## src/rtl/pdm_record_ctrl.sv

```systemverilog
// Record/playback controller for the PDM microphone path.
// Captures the microphone amplitude stream into a single-port sample RAM and
// replays it over a valid/ready stream. Record and playback are mutually
// exclusive; this block is the only master of the RAM port.
//
// Ports:
//   clk, rst            system clock, synchronous active-high reset
//   start_rec/start_play/stop   one-cycle command pulses
//   amplitude, amplitude_valid  microphone sample stream
//   mic_en              microphone front-end enable (high while recording)
//   ram_we/ram_re/ram_addr/ram_wdata/ram_rdata  sample RAM port (1-cycle read latency)
//   play_data, play_valid, play_ready           playback stream
//   rec_len             number of stored samples (0..DEPTH)
//   full                last recording ended on capacity
//   busy                controller not idle
//   done                pulse on normal end of record or playback
module pdm_record_ctrl #(
  parameter int unsigned ADDR_W   = 17,
  parameter int unsigned SAMPLE_W = 7
) (
  input  logic                clk,
  input  logic                rst,
  input  logic                start_rec,
  input  logic                start_play,
  input  logic                stop,
  input  logic [SAMPLE_W-1:0] amplitude,
  input  logic                amplitude_valid,
  output logic                mic_en,
  output logic                ram_we,
  output logic                ram_re,
  output logic [ADDR_W-1:0]   ram_addr,
  output logic [SAMPLE_W-1:0] ram_wdata,
  input  logic [SAMPLE_W-1:0] ram_rdata,
  output logic [SAMPLE_W-1:0] play_data,
  output logic                play_valid,
  input  logic                play_ready,
  output logic [ADDR_W:0]     rec_len,
  output logic                full,
  output logic                busy,
  output logic                done
);

  localparam int unsigned DEPTH = 2 ** ADDR_W;
  localparam int unsigned LEN_W = ADDR_W + 1;
  localparam logic [ADDR_W-1:0] LAST_ADDR = ADDR_W'(DEPTH - 1);
  localparam logic [LEN_W-1:0]  FULL_LEN  = LEN_W'(DEPTH);

  typedef enum logic [2:0] {
    ST_IDLE,
    ST_RECORD,
    ST_FETCH,
    ST_WAIT,
    ST_PRESENT
  } state_t;

  state_t            state;
  logic [ADDR_W-1:0] wr_ptr;
  logic [ADDR_W-1:0] rd_ptr;
  logic              last_sample_c;

  // Current playback sample is the final stored one.
  assign last_sample_c = (LEN_W'(rd_ptr) + LEN_W'(1)) == rec_len;

  // Controller state machine; every output is a register updated here.
  always_ff @(posedge clk) begin
    if (rst) begin
      state      <= ST_IDLE;
      wr_ptr     <= '0;
      rd_ptr     <= '0;
      mic_en     <= 1'b0;
      ram_we     <= 1'b0;
      ram_re     <= 1'b0;
      ram_addr   <= '0;
      ram_wdata  <= '0;
      play_data  <= '0;
      play_valid <= 1'b0;
      rec_len    <= '0;
      full       <= 1'b0;
      busy       <= 1'b0;
      done       <= 1'b0;
    end else begin
      // RAM strobes and done are single-cycle pulses.
      ram_we <= 1'b0;
      ram_re <= 1'b0;
      done   <= 1'b0;

      unique case (state)
        ST_IDLE: begin
          if (start_rec) begin
            state   <= ST_RECORD;
            wr_ptr  <= '0;
            rec_len <= '0;
            full    <= 1'b0;
            mic_en  <= 1'b1;
            busy    <= 1'b1;
          end else if (start_play && (rec_len != '0)) begin
            // Issue the first read on entry so FETCH is the read cycle.
            state    <= ST_FETCH;
            rd_ptr   <= '0;
            ram_re   <= 1'b1;
            ram_addr <= '0;
            busy     <= 1'b1;
          end
        end

        ST_RECORD: begin
          if (amplitude_valid) begin
            ram_we    <= 1'b1;
            ram_addr  <= wr_ptr;
            ram_wdata <= amplitude;
            wr_ptr    <= wr_ptr + ADDR_W'(1);
          end
          // Capacity end takes priority over a coincident stop.
          if (amplitude_valid && (wr_ptr == LAST_ADDR)) begin
            state   <= ST_IDLE;
            rec_len <= FULL_LEN;
            full    <= 1'b1;
            done    <= 1'b1;
            mic_en  <= 1'b0;
            busy    <= 1'b0;
          end else if (stop) begin
            // A sample strobed alongside stop is still counted.
            state   <= ST_IDLE;
            rec_len <= LEN_W'(wr_ptr) + LEN_W'(amplitude_valid);
            done    <= 1'b1;
            mic_en  <= 1'b0;
            busy    <= 1'b0;
          end
        end

        ST_FETCH: begin
          if (stop) begin
            state <= ST_IDLE;
            busy  <= 1'b0;
          end else begin
            state <= ST_WAIT;
          end
        end

        ST_WAIT: begin
          if (stop) begin
            state <= ST_IDLE;
            busy  <= 1'b0;
          end else begin
            play_data  <= ram_rdata;
            play_valid <= 1'b1;
            state      <= ST_PRESENT;
          end
        end

        ST_PRESENT: begin
          if (stop) begin
            state      <= ST_IDLE;
            play_valid <= 1'b0;
            busy       <= 1'b0;
          end else if (play_ready) begin
            play_valid <= 1'b0;
            if (last_sample_c) begin
              state <= ST_IDLE;
              done  <= 1'b1;
              busy  <= 1'b0;
            end else begin
              rd_ptr   <= rd_ptr + ADDR_W'(1);
              ram_re   <= 1'b1;
              ram_addr <= rd_ptr + ADDR_W'(1);
              state    <= ST_FETCH;
            end
          end
        end

        default: begin
          state <= ST_IDLE;
          busy  <= 1'b0;
        end
      endcase
    end
  end

endmodule

```

## config.mk

```make
export PLATFORM = sky130hd
export DESIGN_NAME = pdm_record_ctrl
export DESIGN_NICKNAME = d
export VERILOG_FILES = /design/src/rtl/pdm_record_ctrl.sv
export SDC_FILE = /design/constraint.sdc
export NUM_CORES = 1
export LEC_CHECK = 0
export CAP_MARGIN = 0
export CELL_PAD_IN_SITES_DETAIL_PLACEMENT = 0
export CELL_PAD_IN_SITES_GLOBAL_PLACEMENT = 1
export CORE_MARGIN = 2
export CORE_UTILIZATION = 44
export DETAILED_ROUTE_END_ITERATION = 10
export PLACE_DENSITY_LB_ADDON = 0.2
export SETUP_SLACK_MARGIN = 0.15
export SLEW_MARGIN = 15
export SYNTH_ARGS = -nofsm -noshare
export SYNTH_HDL_FRONTEND = slang
export SYNTH_SLANG_ARGS = --single-unit
export TNS_END_PERCENT = 5
```

## constraint.sdc

```tcl
create_clock -name clk -period 6.48 [get_ports clk]
set_input_delay 1.62 -clock clk [delete_from_list [all_inputs] [get_ports clk]]
set_output_delay 1.62 -clock clk [all_outputs]
set_load 0.005 [all_outputs]
```

==> results.yml <==
timing:
  worst_pin_slew_ps: 945
  hold_viol_final: 0
  skew_ps: 9.32
  slew_headroom_pct: 36.8
  slew_violations: 0
  grt_setup_unrepaired: "false"
  fin_setup_tns_ps: 0
  min_period_over_period_pct: 68.4
  setup_violations: 0
  fin_crit_ps: 4430
  max_freq_ghz: 0.226
clock_network:
  postCtsHoldBufs: 0
  post_cts_resized: 0
  cts-htree-levels: 3
  clk_latency_ps: 350
  cts_made_buffers: 9
  ctsRootBufferMaster: "clkbuf_16"
  cts_tree: "built"
  path_clk_slew_ps: 70
  clock-sinks: 93
  postCtsSetupBuffers: 0
  cts_buffer_depth: 2
power_and_ir_drop:
  p_sw_share_pct: 24.7
  comb_power_share_pct: 10.5
  ir_worst_vdd_mv: 0.169
  seqPwrFrac_pct: 47.8
  leakagePower_nw: 2.06
  power_w: 0.00125
  pwr-share-clk_pct: 41.7
  power_density_nw_per_um2: 199
  internal-power_w: 0.000944
  switching_power_w: 0.000309
layout:
  layout_commonest_cell: "dfxtp_1"
  syn_to_final_growth_pct: 18.6
  mostFrequentLayoutCells: "dfxtp_1 (93), nor2_1 (81), clkdlybuf4s50_1 (75)"
  layout-drive-gt1-share_pct: 6.25
  nets: 727
  diodes: 0
setup_path:
  crit_path_start_kind: "primary input"
  r2r-start: "rd_ptr[0]"
  crit_required_ps: 6670
  crit_type: "in -> reg"
  crit_fanout: 18
  critPathLaunch: "stop"
  end_kind: "register"
  cp.arrival_ps: 4620
  r2r_cells: 9
place:
  gp_congestion: 0.951
  io_buffer_count: 76
  hpwl_um: 12100
grt:
  antenna_found_initial: 0
  track_usage_pct: 25.3
  grt_max_degree: 44
  grt_pass1_vias: 4758
  grt_overflow: 0
  grt_pass1_wl_um: 25400
yosys:
  synthesis.nets: 692
  synth-seq-cells: 93
  synth_top_area_cell: "dfxtp_1"
  syn_area_um2: 5300
  ys.warnings.count: 0
  async_flop_share_pct: 0
  syn_avg_cell_area_um2: 7.95
  syn_inst: 666
  synth_top_area_share_pct: 35.1
  ys_seq_area_share_pct: 35.1
  synth_edf_count: 0
  yosysUniqueCellTypes: 71
  ys.flop_type: "dfxtp_1"
  synthTopCellsByArea: "dfxtp_1 (35%), a21oi_1 (6.0%), nor2_1 (5.7%), xor2_1 (4.0%), nand3_1 (3.9%)"
job:
  cap_violations: 0
route:
  drt_iter0_markers: 394
  viasPerCell: 6.03
  ant_nets: 0
  wl_per_cell_um: 19.2
  wl_um: 16400
  vias: 5134
  remaining_drc_errors: 0
  firstDrtPassIters: 5
die:
  die_area_um2: 12900
  row_count: 40
  dieWidth_um: 114
  ios: 77
  start_util_pct: 44.7
  die_h_um: 114
  core_um2: 11900
status:
  status: "finished, final reports clean"
hold_path:
  hold_start: "ram_wdata[0]"
  holdCritPathClass: "reg -> reg"
  whs_path_depth: 2
## final cells by class
class | count | area, um2
Inverter | 9 | 33.8
Fill cell | 1178 | 5580
Timing Repair Buffer | 79 | 778
Sequential cell | 93 | 1860
Clock buffer | 9 | 225
Multi-Input combinational cell | 509 | 3140
Tap cell | 147 | 184
Clock inverter | 5 | 62.6
## critical path, stage by stage
cell             delay [ps]
clkdlybuf4s50_1         530
nor2b_1                 230
and2_0                  660
o21ai_0                 300
a21oi_4                 440
or2_1                   670
a211oi_1                160
## metal layers
layer	part of all wire [%]	track usage (%)
met1	45	34.1
met2	48	41.8
met4	1.7	8.29
met5	0	0
met3	5.3	3.83
## cell families after synthesis
logic type | after synthesis | share of synthesized area (%)
flip-flops | 93 | 35.1
AND/OR/NAND/NOR | 295 | 29.4
AO/OA/AOI/OAI | 157 | 19.7
XOR/XNOR | 42 | 6.94
multiplexers | 10 | 2.01
buffers and inverters | 64 | 5.62
adder cells (fa/ha/maj) | 5 | 1.18
## path summary, 6_finish.rpt
| kind | to | slack, ps |
|---|---|---|
| max | ram_addr[8] | 2050 |
| min | ram_wdata[0] | 460 |
| max reg2reg | ram_addr[8] | 2300 |
| min reg2reg | ram_wdata[0] | 460 |
## power by group through the flow
stage / sequential (W) / combinational, W / clock, W
final: 0.000599 / 0.000132 / 0.000522
after floorplan: 0.000611 / 0.0000742 / 0
after CTS: 0.000599 / 0.000132 / 0.000531
after detailed placement: 0.000612 / 0.000131 / 0
after global placement: 0.000612 / 0.000129 / 0
after global routing: 0.000601 / 0.000143 / 0.000556
## Yosys cell counts, drive strengths merged (2+ instances only)
library cell	n
nor3	35
mux2	2
buf	19
nand4b	3
inv	9
o31a	2
or3	17
or4b	3
o22ai	2
a31oi	4
and3	2
nand4	15
a22oi	21
ha	5
nor2b	6
nor4b	3
nand3b	2
a21oi	64
nor2	81
or4	3
o211ai	2
clkbuf	36
nand2	44
mux2i	8
xnor2	18
or2	5
a211oi	19
dfxtp	93
and2	6
o21ai	22
nor4	12
a21o	5
and4	3
nand2b	10
xor2	24
nand3	42
## flip-flops by register name (all words and copies together) (netlist names)
register	count
busy	1
play_valid	1
wr_ptr	17
ram_re	1
ram_wdata	7
rec_len	18
ram_we	1
done	1
rd_ptr	17
mic_en	1
ram_addr	17
play_data	7
full	1
state	3
## metrics by stage
stage	hold slack [ps]	setup slack (ps)	utilization, %	instances	instance area [um2]
CTS	457	2080	53.0	851	6280
detailed placement	448	1730	50.5	837	6000
finish	456	2050	53.0	851	6280
floorplan	453	3350	-	666	5300
global route	475	1760	53.0	851	6280
global placement	442	1830	50.5	837	6000
Note: power is estimated with default switching activity, not from simulation.
==> RTL change 1 (config.mk and constraints unchanged) <==
The parameter `SAMPLE_W` goes from 7 to 14.
--- a/src/rtl/pdm_record_ctrl.sv
+++ b/src/rtl/pdm_record_ctrl.sv
@@ -18,3 +18,3 @@
   parameter int unsigned ADDR_W   = 17,
-  parameter int unsigned SAMPLE_W = 7
+  parameter int unsigned SAMPLE_W = 14
 ) (
Interface: changed (resized amplitude, play_data, ram_rdata and ram_wdata); port bits go from 77 to 105. The function was not compared with the original's and may differ.
==> RTL change 1 against the unedited design <==
Clock skew is 0.00074 ns higher. Sequential cell count is 14 higher. Worst setup slack better by 0.68 ns. Synthesized area is 10% higher. Hold slack better by 0.0013 ns. Non-clock buffer count is 27 higher. Final area is 14% higher. Global-route usage is 1.2 points higher. Wire length is 14% higher. Power is 7.7% higher. Combinational power is 18% lower. First-iteration DRC count is 14% lower. Largest cell class unchanged.
==> RTL change 1: results (changes against the unedited design) <==
[route]
num_vias = 5702  ; +11%
drtPass1Iterations = 5  ; unchanged
first_iter_violations = 340  ; -14%
viasPerCell = 5.79  ; -3.9%
routed_wl_um = 18600  ; +14%
ant_nets = 0  ; unchanged

[synthesis]
ys_types = 64  ; -9.9%
synth-main-ff-cell = dfxtp_1
syn_area_per_cell_um2 = 7.88  ; -0.95%
syn-num-nets = 781  ; +13%
yosysMostFrequentCell = nand2_1
synth_common_cells = nand2_1, dfxtp_1, nor2_1, a21oi_1, clkbuf_1
synth_seq_area_share = 0.367  ; +0.0155
yosys_warnings = 0  ; unchanged
synthTopCellsByArea = dfxtp_1, nand2_1, a21oi_1

[cells_and_area]
n_antenna_cell = 0  ; unchanged
drive_gt1_frac = 0.0408  ; -0.0217
fillers = 1253  ; +6.4%
nets = 843  ; +16%

[pwr]
ir_drop_v = 0.000138  ; -18%
p_leak_nw = 2.47  ; +20%

[placement]
place.gp.congestion = 0.953  ; +0.24%
place_hpwl_um = 13700  ; +13%
port-buffer-count = 104  ; +37%
preCtsSetupSlack_ns = 2.44  ; +0.716 ns
placed_area_um2 = 6880  ; +15%
place_inst = 968  ; +16%

[clocking]
clock_path_buffers = 2  ; unchanged
htree_levels = 3  ; unchanged
cts-resized-gates = 0  ; unchanged
insertion_delay_ns = 0.35  ; about the same
post-cts-setup-buffers = 0  ; unchanged
cts-root-buf = clkbuf_16

[global_route]
grtUsageTotal = 0.265  ; +0.0122
grt_max_degree = 68  ; +55%
antenna_found_initial = 0  ; unchanged
grt_pass1_vias = 5332  ; +12%
grt_pass1_wl_um = 29600  ; +16%

[setup_path]
slowest_stage = clkdlybuf4s50_1
critPathMaxStageDelay_ns = 0.64  ; -0.03 ns
worstPathMaxFanout = 8  ; -10
arrival_ns = 4.02  ; -0.60 ns
critPathTopFamily = simple AND/OR/NAND/NOR gates

[sta]
clock_skew_ns = 0.0101  ; +0.000743 ns
slew_headroom = 0.380  ; +0.0128

[status]
outcome = finished, final reports clean

[min_path]
hp-class = reg2reg

RTL change 1: path summary, 6_finish.rpt:
kind | startpoint | endpoint | slack, ns | cells past startpoint
hold / removal | play_data[12] | play_data[12] | 0.46 | 2
hold reg to reg | play_data[12] | play_data[12] | 0.46 | 2
setup / recovery | start_rec | wr_ptr[12] | 2.73 | 8
setup reg to reg | rd_ptr[0] | ram_addr[1] | 2.80 | 9
RTL change 1: per-layer routing:
layer | wire length [um] | track usage | share of wire
met4 | 334 | 0.0759 | 0.018
met5 | 0 | 0 | 0
met2 | 8670 | 0.420 | 0.47
met3 | 1260 | 0.0661 | 0.067
met1 | 8370 | 0.359 | 0.45
RTL change 1: final cells by class:
class	count	area, um2	area share
Timing Repair Buffer	106	1050	0.147
Sequential cell	107	2140	0.298
Multi-Input combinational cell	571	3440	0.478
Clock inverter	5	61.3	0.00853
Inverter	8	30.0	0.00418
Tap cell	176	220	0.0306
Clock buffer	11	243	0.0338
RTL change 1: kinds of logic after synthesis:
kind of cell | share of synthesized area
AO/OA/AOI/OAI | 0.226
XOR/XNOR | 0.0797
adder cells (fa/ha/maj) | 0.0107
buffers and inverters | 0.0465
flip-flops | 0.367
multiplexers | 0.00343
AND/OR/NAND/NOR | 0.266
RTL change 1: worst register-to-register path, cell delays in order (launching register included):
cell	delay (ns)
dfxtp_1	0.51
ha_1	0.33
nand4_1	0.39
o21ai_1	0.29
o311ai_0	0.16
or4b_1	0.57
nor4_1	0.37
and4_1	0.65
or3_1	0.22
a21oi_1	0.06
RTL change 1: power breakdown:
group	internal, mW	switching (mW)
combinational	0.0464	0.0617
sequential	0.666	0.00912
clock	0.313	0.253
total	1.03	0.324
==> RTL change 2 (same settings) <==
Made on the original files. Make the reset (`rst`) asynchronous in one clocked block. Comments in the files are not updated.
--- a/src/rtl/pdm_record_ctrl.sv
+++ b/src/rtl/pdm_record_ctrl.sv
@@ -64,3 +64,3 @@
   // Controller state machine; every output is a register updated here.
-  always_ff @(posedge clk) begin
+  always_ff @(posedge clk or posedge rst) begin
     if (rst) begin
Function: differs if rst is asserted again (counterexample within 4 cycles, from zero or initial values and one cycle with rst high); with rst held inactive, the same outputs for 4 cycles.
==> RTL change 2 against the unedited design <==
Synthesized cell count down 13%. Worst setup slack better by 0.18 ns. Highest routed layer unchanged. Wire length down 7.6%. Sequential cell count unchanged. Largest cell class unchanged. Final area up 5.4%. Synthesized area up 4.1%. Die area up 3.9%.
Power is not compared: it rests on default switching activity, and its combinational part moved more than twofold at a synthesized area within 25%.
==> RTL change 2: results (changes against the unedited design) <==
[cells_and_area]
final_cells = 795  ; -6.6%
n_all_buffers = 80  ; +1.3%
synthToLayoutAreaGrowth_pct = 20.2
buffer_area_frac = 0.119  ; -0.00450
seqCellArea_um2 = 2330  ; +25%
multi_input_area_um2 = 2920  ; -7.1%
inverters = 15  ; +6
fin_util = 0.547  ; +0.0173
drive_gt1_frac = 0.0941  ; +0.0316
multi_input_gates = 424  ; -17%
clock_area_frac = 0.0485  ; +0.00274
nets = 649  ; -11%

[min_path]
min_to = mic_en
hold_start = mic_en

[placement]
place.gp.congestion = 0.935  ; -1.7%
preCtsSetupSlack_ns = 1.91  ; +0.185 ns
place_hpwl_um = 11100  ; -8.4%
place_inst = 780  ; -6.8%
placed_area_um2 = 6300  ; +5.1%

[route]
avgRoutedWirePerCell_um = 19.0  ; -1.1%
num_vias = 4676  ; -8.9%
wl_met2_um = 7190  ; -9.1%
first_iter_violations = 329  ; -16%
m1WireLength_um = 6770  ; -7.2%
drtPass1Iterations = 4  ; -1

[global_route]
grtUsageMet3 = 0.0533  ; +0.0151
grt_pass1_vias = 4546  ; -4.5%
use_met1 = 0.330  ; -0.0109
grt_pass1_wl_um = 24700  ; -3.0%

[sta]
clock_skew_ns = 0.0112  ; +0.00187 ns

[setup_path]
rrSetupSlack_ns = 2.23  ; -0.07 ns
r2r_cells = 10  ; +1
arrival_ns = 4.50  ; -0.12 ns

[status]
outcome = finished, final reports clean

[synthesis]
syn_area_per_cell_um2 = 9.52  ; +20%
synthTopCellsByArea = dfrtp_1, xnor2_1, nand3_1
syn-num-nets = 605  ; -13%

==> RTL change 2: cell count changes in the layout (fill, tap and decap cells not counted), moves of 21 or more <==
cell and delta:
a21oi_1 -49, a22oi_1 -21, dfrtp_1 +93, dfxtp_1 -93, nor2_1 -47, nor3_1 -24
==> RTL change 2: cell families (layout without fill, tap and decap cells) <==
group,count (synthesis),after routing,synth area share
flip-flops,93,93,0.422
AND/OR/NAND/NOR,234,234,0.225
buffers and inverters,62,110,0.0499
adder cells (fa/ha/maj),5,5,0.0113
multiplexers,19,19,0.0381
XOR/XNOR,53,53,0.0951
AO/OA/AOI/OAI,113,113,0.159
==> RTL change 2: power groups by stage <==
stage / clock (mW) / combinational (mW) / sequential (mW)
after floorplan: 0 / 0.515 / 0.823
after global placement: 0 / 0.859 / 0.844
after detailed placement: 0 / 0.868 / 0.849
after CTS: 0.593 / 0.872 / 0.839
after global routing: 0.614 / 0.939 / 0.859
final: 0.581 / 0.868 / 0.839
